**src/rtl/instr_fetch_decode.sv**
```systemverilog
// Instruction fetch/decode for an 8-bit IMEM: owns the PC, resolves jump/halt locally and
// hands add/load/store to the datapath through a valid/ready handshake.
module instr_fetch_decode #(
  parameter int         PROG_DEPTH = 32,
  parameter logic [5:0] HALT_IMM   = 6'b000011
) (
  input  logic       clk,
  input  logic       clear_n,
  input  logic       start,
  output logic [7:0] address,
  input  logic [7:0] instruction,
  output logic       issue_valid,
  input  logic       issue_ready,
  output logic [1:0] op,
  output logic [1:0] rs,
  output logic [1:0] rt,
  output logic [1:0] rd,
  output logic [7:0] imm,
  output logic       halted,
  output logic [7:0] retired
);

  typedef enum logic [2:0] {
    S_IDLE   = 3'd0,
    S_FETCH  = 3'd1,
    S_DECODE = 3'd2,
    S_ISSUE  = 3'd3,
    S_HALT   = 3'd4
  } state_t;

  localparam logic [8:0] PROG_DEPTH9 = 9'(PROG_DEPTH);

  state_t     r_state;
  logic [7:0] r_pc;
  logic [7:0] r_ir;
  logic [7:0] r_retired;
  logic       r_issue_valid;
  logic       r_halted;
  logic [1:0] r_op;
  logic [1:0] r_rs;
  logic [1:0] r_rt;
  logic [1:0] r_rd;
  logic [7:0] r_imm;

  logic       w_is_jump;
  logic       w_is_halt;
  logic [7:0] w_jump_sum;
  logic [7:0] w_jump_pc;
  logic [7:0] w_next_pc;

  // 8-bit PC arithmetic folded back into the program range; 9-bit divisor allows depth 256
  function automatic logic [7:0] wrap_pc(input logic [7:0] v);
    logic [8:0] t;
    t = {1'b0, v} % PROG_DEPTH9;
    return t[7:0];
  endfunction

  assign w_is_jump  = (r_ir[7:6] == 2'b11);
  assign w_is_halt  = w_is_jump && (r_ir[5:0] == HALT_IMM);
  assign w_jump_sum = r_pc + 8'd1 + {{2{r_ir[5]}}, r_ir[5:0]};
  assign w_jump_pc  = wrap_pc(w_jump_sum);
  assign w_next_pc  = wrap_pc(r_pc + 8'd1);

  // Sequencer: one state register plus every output register
  always_ff @(posedge clk or negedge clear_n) begin
    if (!clear_n) begin
      r_state       <= S_IDLE;
      r_pc          <= 8'd0;
      r_ir          <= 8'd0;
      r_retired     <= 8'd0;
      r_issue_valid <= 1'b0;
      r_halted      <= 1'b0;
      r_op          <= 2'd0;
      r_rs          <= 2'd0;
      r_rt          <= 2'd0;
      r_rd          <= 2'd0;
      r_imm         <= 8'd0;
    end else begin
      case (r_state)
        S_IDLE: begin
          if (start) begin
            r_pc    <= 8'd0;
            r_state <= S_FETCH;
          end
        end
        S_FETCH: begin
          r_ir    <= instruction;
          r_state <= S_DECODE;
        end
        S_DECODE: begin
          if (w_is_halt) begin
            r_halted <= 1'b1;
            r_state  <= S_HALT;
          end else if (w_is_jump) begin
            r_pc      <= w_jump_pc;
            r_retired <= r_retired + 8'd1;
            r_state   <= S_FETCH;
          end else begin
            r_op          <= r_ir[7:6];
            r_rs          <= r_ir[5:4];
            r_rt          <= r_ir[3:2];
            r_rd          <= r_ir[1:0];
            r_imm         <= {{6{r_ir[1]}}, r_ir[1:0]};
            r_issue_valid <= 1'b1;
            r_state       <= S_ISSUE;
          end
        end
        S_ISSUE: begin
          // fields stay frozen until the datapath takes them; no retraction
          if (issue_ready) begin
            r_issue_valid <= 1'b0;
            r_pc          <= w_next_pc;
            r_retired     <= r_retired + 8'd1;
            r_state       <= S_FETCH;
          end
        end
        S_HALT: begin
          if (start) begin
            r_halted <= 1'b0;
            r_pc     <= 8'd0;
            r_state  <= S_FETCH;
          end
        end
        default: begin
          r_state <= S_IDLE;
        end
      endcase
    end
  end

  assign address     = r_pc;
  assign issue_valid = r_issue_valid;
  assign op          = r_op;
  assign rs          = r_rs;
  assign rt          = r_rt;
  assign rd          = r_rd;
  assign imm         = r_imm;
  assign halted      = r_halted;
  assign retired     = r_retired;

endmodule

```
**config.mk**
```make
export PLATFORM = sky130hd
export DESIGN_NAME = instr_fetch_decode
export DESIGN_NICKNAME = d
export VERILOG_FILES = /design/src/rtl/instr_fetch_decode.sv
export SDC_FILE = /design/constraint.sdc
export NUM_CORES = 1
export LEC_CHECK = 0
export CORE_MARGIN = 2
export CORE_UTILIZATION = 60
export DETAILED_ROUTE_END_ITERATION = 16
export DONT_BUFFER_PORTS = 1
export PLACE_DENSITY = 0.76
export SLEW_MARGIN = 5
export SYNTH_ARGS = -nofsm -noshare
export SYNTH_HDL_FRONTEND = slang
export SYNTH_SLANG_ARGS = --single-unit
```
**constraint.sdc**
```tcl
create_clock -name clk -period 2.2 [get_ports clk]
set_input_delay 0.22 -clock clk [delete_from_list [all_inputs] [get_ports clk]]
set_output_delay 0.22 -clock clk [all_outputs]
set_load 0.005 [all_outputs]
```
# Word-level counts from Yosys, hierarchy flattened
# Cells that the tools add are included.
# op_classes
n_bitwise	2
n_reduce_logical	12
muxes	21
add_sub_neg	3
eq_ne	13
# op_table
op	n
8-bit 2-to-1 mux	7
8-bit case mux with 3 select lines	1
8-bit case mux with 2 select lines	1
2-bit inequality test, second input constant	6
3-bit case mux with 4 select lines	1
3-bit 2-to-1 mux	3
8-bit by 1-bit adder with 8-bit output, second input constant	1
4-bit AND reduction	2
3-bit by 2-bit == test with 1-bit output, second input constant	2
6-bit by 2-bit == test with 1-bit output, second input constant	1
3-bit AND reduction	2
5-bit by 1-bit adder with 5-bit output, second input constant	1
5-bit adder	1
1-bit 2-to-1 mux	5
5-bit AND reduction	1
1-bit case mux with 2 select lines	2
2-bit nonzero test	2
3-bit by 1-bit == test with 1-bit output, second input constant	1
3-bit == test, second input constant	1
3-bit zero test	1
3-bit nonzero test	1
2-bit == test, second input constant	1
2-bit 2-to-1 mux	1
2-bit by 1-bit inequality test with 1-bit output, second input constant	1
other kinds (4)	5
# word_totals
out_inout_bits	34
elab_cells	62
input_bits	12
ff_bits	39

# Depth between registers and ports, before layout
# Gate-level depths: netlist of the first run.
# depth
word_depth	5
mapped_depth	8
mapped_depth_nobuf	8

# Least setup slack after synthesis of the first run
# Ideal clock, no wire load.
# synth_timing
kind	reg2reg
start	reg r_pc[0] (netlist: address[0])
end	reg r_pc[4] (netlist: address[4])
t_arrival_ns	1.839
path_buffers	0
setup_ns	0.082
slack_ns	0.278
t_required_ns	2.118
path_stages_with_launch	8
cell_sequence	dfrtp_1 ha_1 fa_1 a21o_1 a21oi_1 xnor2_1 a21oi_1 o22ai_1
# synth_between
elab_chain_len	5
elab_cells_between_ends	6
cone_classes	add/sub: 2; mux: 4
# synth_rtl
item	line_no	source
from (decl)	34	logic [7:0] r_pc;
from (signal assigned)	95	r_pc <= w_jump_pc;
from (signal assigned)	112	r_pc <= w_next_pc;
5-bit by 1-bit adder with 5-bit output *	60, 62	
5-bit adder	60	assign w_jump_sum = r_pc + 8'd1 + {{2{r_ir[5]}}, r_ir[5:0]};
8-bit 2-to-1 mux	94	end else if (w_is_jump) begin
8-bit 2-to-1 mux	91	if (w_is_halt) begin
8-bit case mux with 3 select lines *	79	case (r_state)
# Every way passes the cells marked *; elsewhere a longest branch is shown, timed or not. The select of a mux whose other input is x is not followed.
# A chain may end at the register's enable or synchronous reset.

# Worst setup path after layout of the first run
# Same ends and word-level chain as after synthesis.

==> qor.txt, run 1 <==
status - completed
post-CTS setup buffer count - 0
DR pass1 iterations - 4
antenna-violating nets left - 0
Cell Area, Synth - 1790 um2
Starting Density - 0.642
Slew Viols, Final - 0
fin area - 1860 um2
grt total ovfl - 0
sequential cell area fraction in the yosys report - 0.477
combinational share of power - 0.464
Post-synth EDFFs - 0
NetSw - 1.29 mW
clock power share - 0.133
Via density - 5.89
Remaining DRCs - 0
Pint - 1.88 mW
pre-CTS WS - 159 ps
post-synthesis compound-gate area fraction - 0.0981
Netlist cell types - 38
first-pass GRT wire length - 5510 um
hold crit path type - in2reg
I/O Buffers - 0
maximum fanout along the worst path - 4
Seq cells post-synth - 34
most frequent cells in the layout - 34 x dfrtp_1, 14 x mux2_2, 11 x nand2_1, 10 x xnor2_1
dpl cells - 174
FFs w/ async S/R, synth - 1.00
CTS H-Tree Depth - 2
CP Launch Type - flip-flop
CTS tree - yes
synth warn - 0
Die Height - 58.6 um
largest family of logic cells by synthesized area - simple AND/OR/NAND/NOR gates
final WL - 3190 um
post-synth top area share - 0.477
fin cells - 186
Switching Share - 0.408
initial DRC count - 48
gpl congestion - 0.869
I/O pins - 46
CP Data Required Time - 2460 ps
Mapped Avg Cell Area - 11.6 um2
sequential share of power - 0.403
Die X - 58.6 um
PwrDens - 1700 nW/um2
Final setup viols - 0
DP HPWL - 2350 um
layout cells sized above 1 - 0.226
RSZ-0062 raised after global routing - no
Setup crit end kind - flip-flop
Max IR drop VDD - 1260 uV
mux contribution to synthesized area - 0.0967
# clock sinks - 34
top cells by area, synth - dfrtp_1 48%, mux2_2 8.8%, xnor2_1 4.9%, buf_4 4.6%, ha_1 4.2%
later-pin clock latency in the skew report - 340 ps
GRT Total Usage - 0.221
core area - 2780 um2
via count - 1095
WHS - 26.8 ps
setup_tns - 0 ps
Top FF cell, synth - dfrtp_1
post-synthesis cell count - 154
Period Utilization, post-route - 0.934
vias in the first global route - 1179
nets - 173
die area - 3430 um2
TritonCTS buffer count - 5
hold path cells - 1
Post-Synth Simple-Gate Area - 0.138
post-placement cell area - 1740 um2
largest net degree at the start of global routing - 35
Synth Area in Adders - 0.0533
critical path class - reg2reg
reg2reg path depth - 7
P_leak - 0.824 nW
crit path DAT - 2320 ps
maximum capacitance violations - 0
CTS Buffer Depth - 2
drt wl/cell - 17.1 um
Setup WS post-layout - 146 ps
Min Clock Period, post-route - 2050 ps
ANT cells - 0
CTS Root Buffer Type - clkbuf_4
f_max - 487 MHz
initial antenna violation count - 0
commonest non-fill, non-tap cell in the layout - dfrtp_1
row cnt - 19
Final Skew - 11.8 ps
final hold vios - 0
post-synth top area cell - dfrtp_1
Post-Synth XOR/XNOR Area - 0.0687
Area Growth Syn to Fin - 4.41%
register clock-pin slew on the reported worst setup and hold paths - 110 ps
==> cell usage after synthesis (all sizes together), types with 2 or more instances <==
| master | instances |
|---|---|
| nor2 | 7 |
| nor3 | 3 |
| a22oi | 3 |
| a21oi | 7 |
| nand4 | 2 |
| nor3b | 3 |
| and4bb | 2 |
| o21ai | 5 |
| a21o | 2 |
| and2 | 4 |
| nand3 | 5 |
| mux2 | 15 |
| buf | 14 |
| xor2 | 4 |
| xnor2 | 10 |
| dfrtp | 34 |
| ha | 6 |
| inv | 4 |
| nand2 | 12 |
==> power by group through the flow <==
stage | combinational, mW | sequential [mW] | clock [mW]
floorplan | 1.39 | 1.17 | 0
global placement | 1.37 | 1.27 | 0
detailed placement | 1.45 | 1.30 | 0
CTS | 1.49 | 1.28 | 0.437
global route | 1.68 | 1.34 | 0.452
finish | 1.47 | 1.28 | 0.423
==> critical path: stages (launching register included) <==
cell     delay, ps
dfrtp_1        440
ha_1           370
fa_1           440
a21o_1         190
a21oi_1        170
xnor2_1        140
a21oi_1         90
o22ai_1        160
==> registers in the layout, indices dropped and copies added (netlist names) <==
signal,cells
address,5
rs,2
halted,1
imm,2
op,2
retired,8
r_ir,8
rt,2
issue_valid,1
r_state,3
==> timing repair <==
item	CTS	global route
hold buffers	4	0
gates resized for setup	0	0
endpoints found under the hold margin	37	0
==> layout make-up <==
class	instances	area (um2)
inverters	4	15.0
repair buffers	5	57.6
clock buffers	8	78.8
fillers	218	917
well taps	31	38.8
multi-input cells	104	823
flip-flops and latches	34	851
==> kinds of logic (layout without fill, tap and decap cells) <==
family          after synthesis  count (layout)
compound gates               23              23
xor+xnor                     14              14
fa+ha+maj                     7               7
buf+inv                      18              17
flops                        34              34
mux                          15              15
other cells                   1               3
simple gates                 42              42
==> final timing paths <==
path / startpoint / endpoint / slack [ps]
max in group asynchronous: clear_n / retired[4] / 1710
max reg2reg: address[0] / address[4] / 150
max: address[0] / address[4] / 150
min: instruction[0] / r_ir[0] / 30
min in group asynchronous: clear_n / imm[0] / 310
min reg2reg: retired[7] / retired[7] / 510
==> per-stage QoR <==
step / util / power [mW]
2_1_floorplan: - / 2.56
3_3_place_gp: 0.624 / 2.65
3_5_place_dp: 0.624 / 2.75
4_1_cts: 0.670 / 3.21
5_1_grt: 0.670 / 3.47
6_report: 0.670 / 3.17
==> layer usage <==
metal,vias up,wire [um],global-route usage
li1,530,-,-
met1,524,1350,0.265
met2,39,1560,0.350
met3,2,253,0.0989
met4,0,29,0.0864
met5,-,0,0
No activity file was read; power rests on OpenSTA's default activity.
==> run 2, diff against run 1 <==
CORE_MARGIN = default   (was 2)
CORE_UTILIZATION = 56   (was 60)
PLACE_DENSITY = 0.74   (was 0.76)
clock period = 1.85 ns   (was 2.2 ns; I/O delays follow)
==> qor.txt, run 2 (synthesis results as in run 1) <==
I/O pins - 46 (unchanged)
most frequent cells in the layout - 34 x dfrtp_1, 14 x mux2_2, 11 x nand2_1, 11 x dlygate4sd3_1, 10 x buf_4 (was 34 x dfrtp_1, 14 x mux2_2, 11 x nand2_1, 10 x xnor2_1)
top cell family by delay on the critical path - compound AO/OA/AOI/OAI gates (was adder cells)
Slowest-stage cell, CP - dfrtp_1 (unchanged)
first-pass GRT wire length - 5620 um (was 5510 um)
via count - 1178 (was 1095)
# clock sinks - 34 (unchanged)
Pint - 2.37 mW (was 1.88 mW)
pre-CTS WS - -24.0 ps (was 159 ps)
Setup crit end kind - flip-flop (unchanged)
die area - 3420 um2 (was 3430 um2)
crit path DAT - 2100 ps (was 2320 ps)
CP Data Required Time - 2110 ps (was 2460 ps)
commonest non-fill, non-tap cell in the layout - dfrtp_1 (unchanged)
slowest cell delay on critical path - 440 ps (about the same)
combinational share of power - 0.519 (was 0.464)
CTS tree - yes (unchanged)
Max IR drop VDD - 889 uV (was 1260 uV)
Area Growth Syn to Fin - 14.2% (was 4.41%)
antenna-violating nets left - 0 (unchanged)
maximum fanout along the worst path - 3 (was 4)
CTS Buffer Depth - 2 (unchanged)
Overall Power - 4.00 mW (was 3.17 mW)
clock power share - 0.099 (was 0.133)
WHS - 124 ps (was 26.8 ps)
GRT Total Usage - 0.223 (was 0.221)
RSZ-0062 raised after global routing - yes (was no)
critical path class - reg2reg (unchanged)
gpl congestion - 0.829 (was 0.869)
setup_tns - 0 ps (unchanged)
initial DRC count - 40 (was 48)
status - completed (unchanged)
TritonCTS buffer count - 5 (unchanged)
CTS H-Tree Depth - 2 (unchanged)
Setup WS post-layout - 11.7 ps (was 146 ps)
cells along the critical path - ha_4 -> xor2_1 -> ha_1 -> a21o_1 -> a21oi_2 -> xnor2_1 -> a21oi_1 -> o22ai_1 (was ha_1 -> fa_1 -> a21o_1 -> a21oi_1 -> xnor2_1 -> a21oi_1 -> o22ai_1)
NetSw - 1.63 mW (was 1.29 mW)
Final setup viols - 0 (unchanged)
Min Clock Period, post-route - 1840 ps (was 2050 ps)
Switching Share - 0.407 (was 0.408)
P_leak - 0.893 nW (was 0.824 nW)
f_max - 544 MHz (was 487 MHz)
initial antenna violation count - 0 (unchanged)
I/O Buffers - 0 (unchanged)
row cnt - 20 (was 19)
CP Launch Type - flip-flop (unchanged)
Slew Viols, Final - 0 (unchanged)
CTS Root Buffer Type - clkbuf_4 (unchanged)
Starting Density - 0.590 (was 0.642)
fin cells - 214 (was 186)
Remaining DRCs - 0 (unchanged)
CP bufs+invs - 0 (unchanged)
final hold vios - 0 (unchanged)
hold crit path type - in2reg (unchanged)
drt wl/cell - 16.1 um (was 17.1 um)
DR pass1 iterations - 4 (unchanged)
largest net degree at the start of global routing - 35 (unchanged)
core area - 3030 um2 (was 2780 um2)
grt total ovfl - 0 (unchanged)
maximum capacitance violations - 0 (unchanged)
final core occ - 0.674 (was 0.670)
Die Height - 58.5 um (was 58.6 um)
final WL - 3440 um (was 3190 um)
register clock-pin slew on the reported worst setup and hold paths - 90 ps (was 110 ps)
Final Skew - 4.40 ps (was 11.8 ps)
dpl cells - 193 (was 174)
later-pin clock latency in the skew report - 330 ps (was 340 ps)
layout cells sized above 1 - 0.282 (was 0.226)
nets - 190 (was 173)
Via density - 5.50 (was 5.89)
vias in the first global route - 1237 (was 1179)
post-placement cell area - 1810 um2 (was 1740 um2)
DP HPWL - 2350 um (about the same)
PwrDens - 1960 nW/um2 (was 1700 nW/um2)
sequential share of power - 0.381 (was 0.403)
Period Utilization, post-route - 0.994 (was 0.934)
Die X - 58.5 um (was 58.6 um)
fin area - 2040 um2 (was 1860 um2)
Filler cells - 224 (was 218)
ANT cells - 0 (unchanged)
## run 2: layout make-up
| class | instances | area [um2] | share of cell area |
|---|---|---|---|
| Sequential cell | 34 | 851 | 0.417 |
| Clock buffer | 6 | 51.3 | 0.0252 |
| Multi-Input combinational cell | 104 | 862 | 0.423 |
| Tap cell | 44 | 55.1 | 0.0270 |
| Inverter | 4 | 15.0 | 0.00736 |
| Timing Repair Buffer | 22 | 205 | 0.101 |
## run 2: worst reg2reg max path, stage by stage (launching register included)
cell and delay [ps]:
dfrtp_1 440, ha_4 190, xor2_1 140, ha_1 310, a21o_1 180, a21oi_2 140, xnor2_1 130, a21oi_1 80
o22ai_1 170
## run 2: worst paths after layout
| check | start | to | slack (ps) | cells past startpoint |
|---|---|---|---|---|
| setup reg to reg | address[0] | address[4] | 10 | 8 |
| max in group asynchronous | clear_n | retired[3] | 1390 | 2 |
| hold reg to reg | retired[7] | retired[7] | 510 | 1 |
| hold / removal | issue_ready | r_state[1] | 120 | 3 |
| setup / recovery | address[0] | address[4] | 10 | 8 |
| min in group asynchronous | clear_n | rt[1] | 290 | 2 |
## run 2: what timing repair did
action / 4_1_cts / 5_1_grt
resized for setup: 2 / 3
hold buffers: 12 / 0
endpoints found under the hold margin: 45 / 0
pin swaps: 1 / 1
setup buffers: 0 / 3
setup endpoints to repair: 2 / 2
## run 2: power groups by stage
stage	sequential (mW)	clock (mW)	combinational (mW)
after global routing	1.58	0.438	2.31
after detailed placement	1.53	0	1.92
final	1.52	0.397	2.08
after global placement	1.51	0	1.79
after CTS	1.52	0.408	1.98
after floorplan	1.40	0	1.68
## run 2: layer usage
layer  track usage  vias up  wire (um)
met2         0.368       30       1800
li1              -      561          -
met1         0.277      582       1410
met5             0        -          0
met4        0.0782        0         44
met3        0.0725        5        188
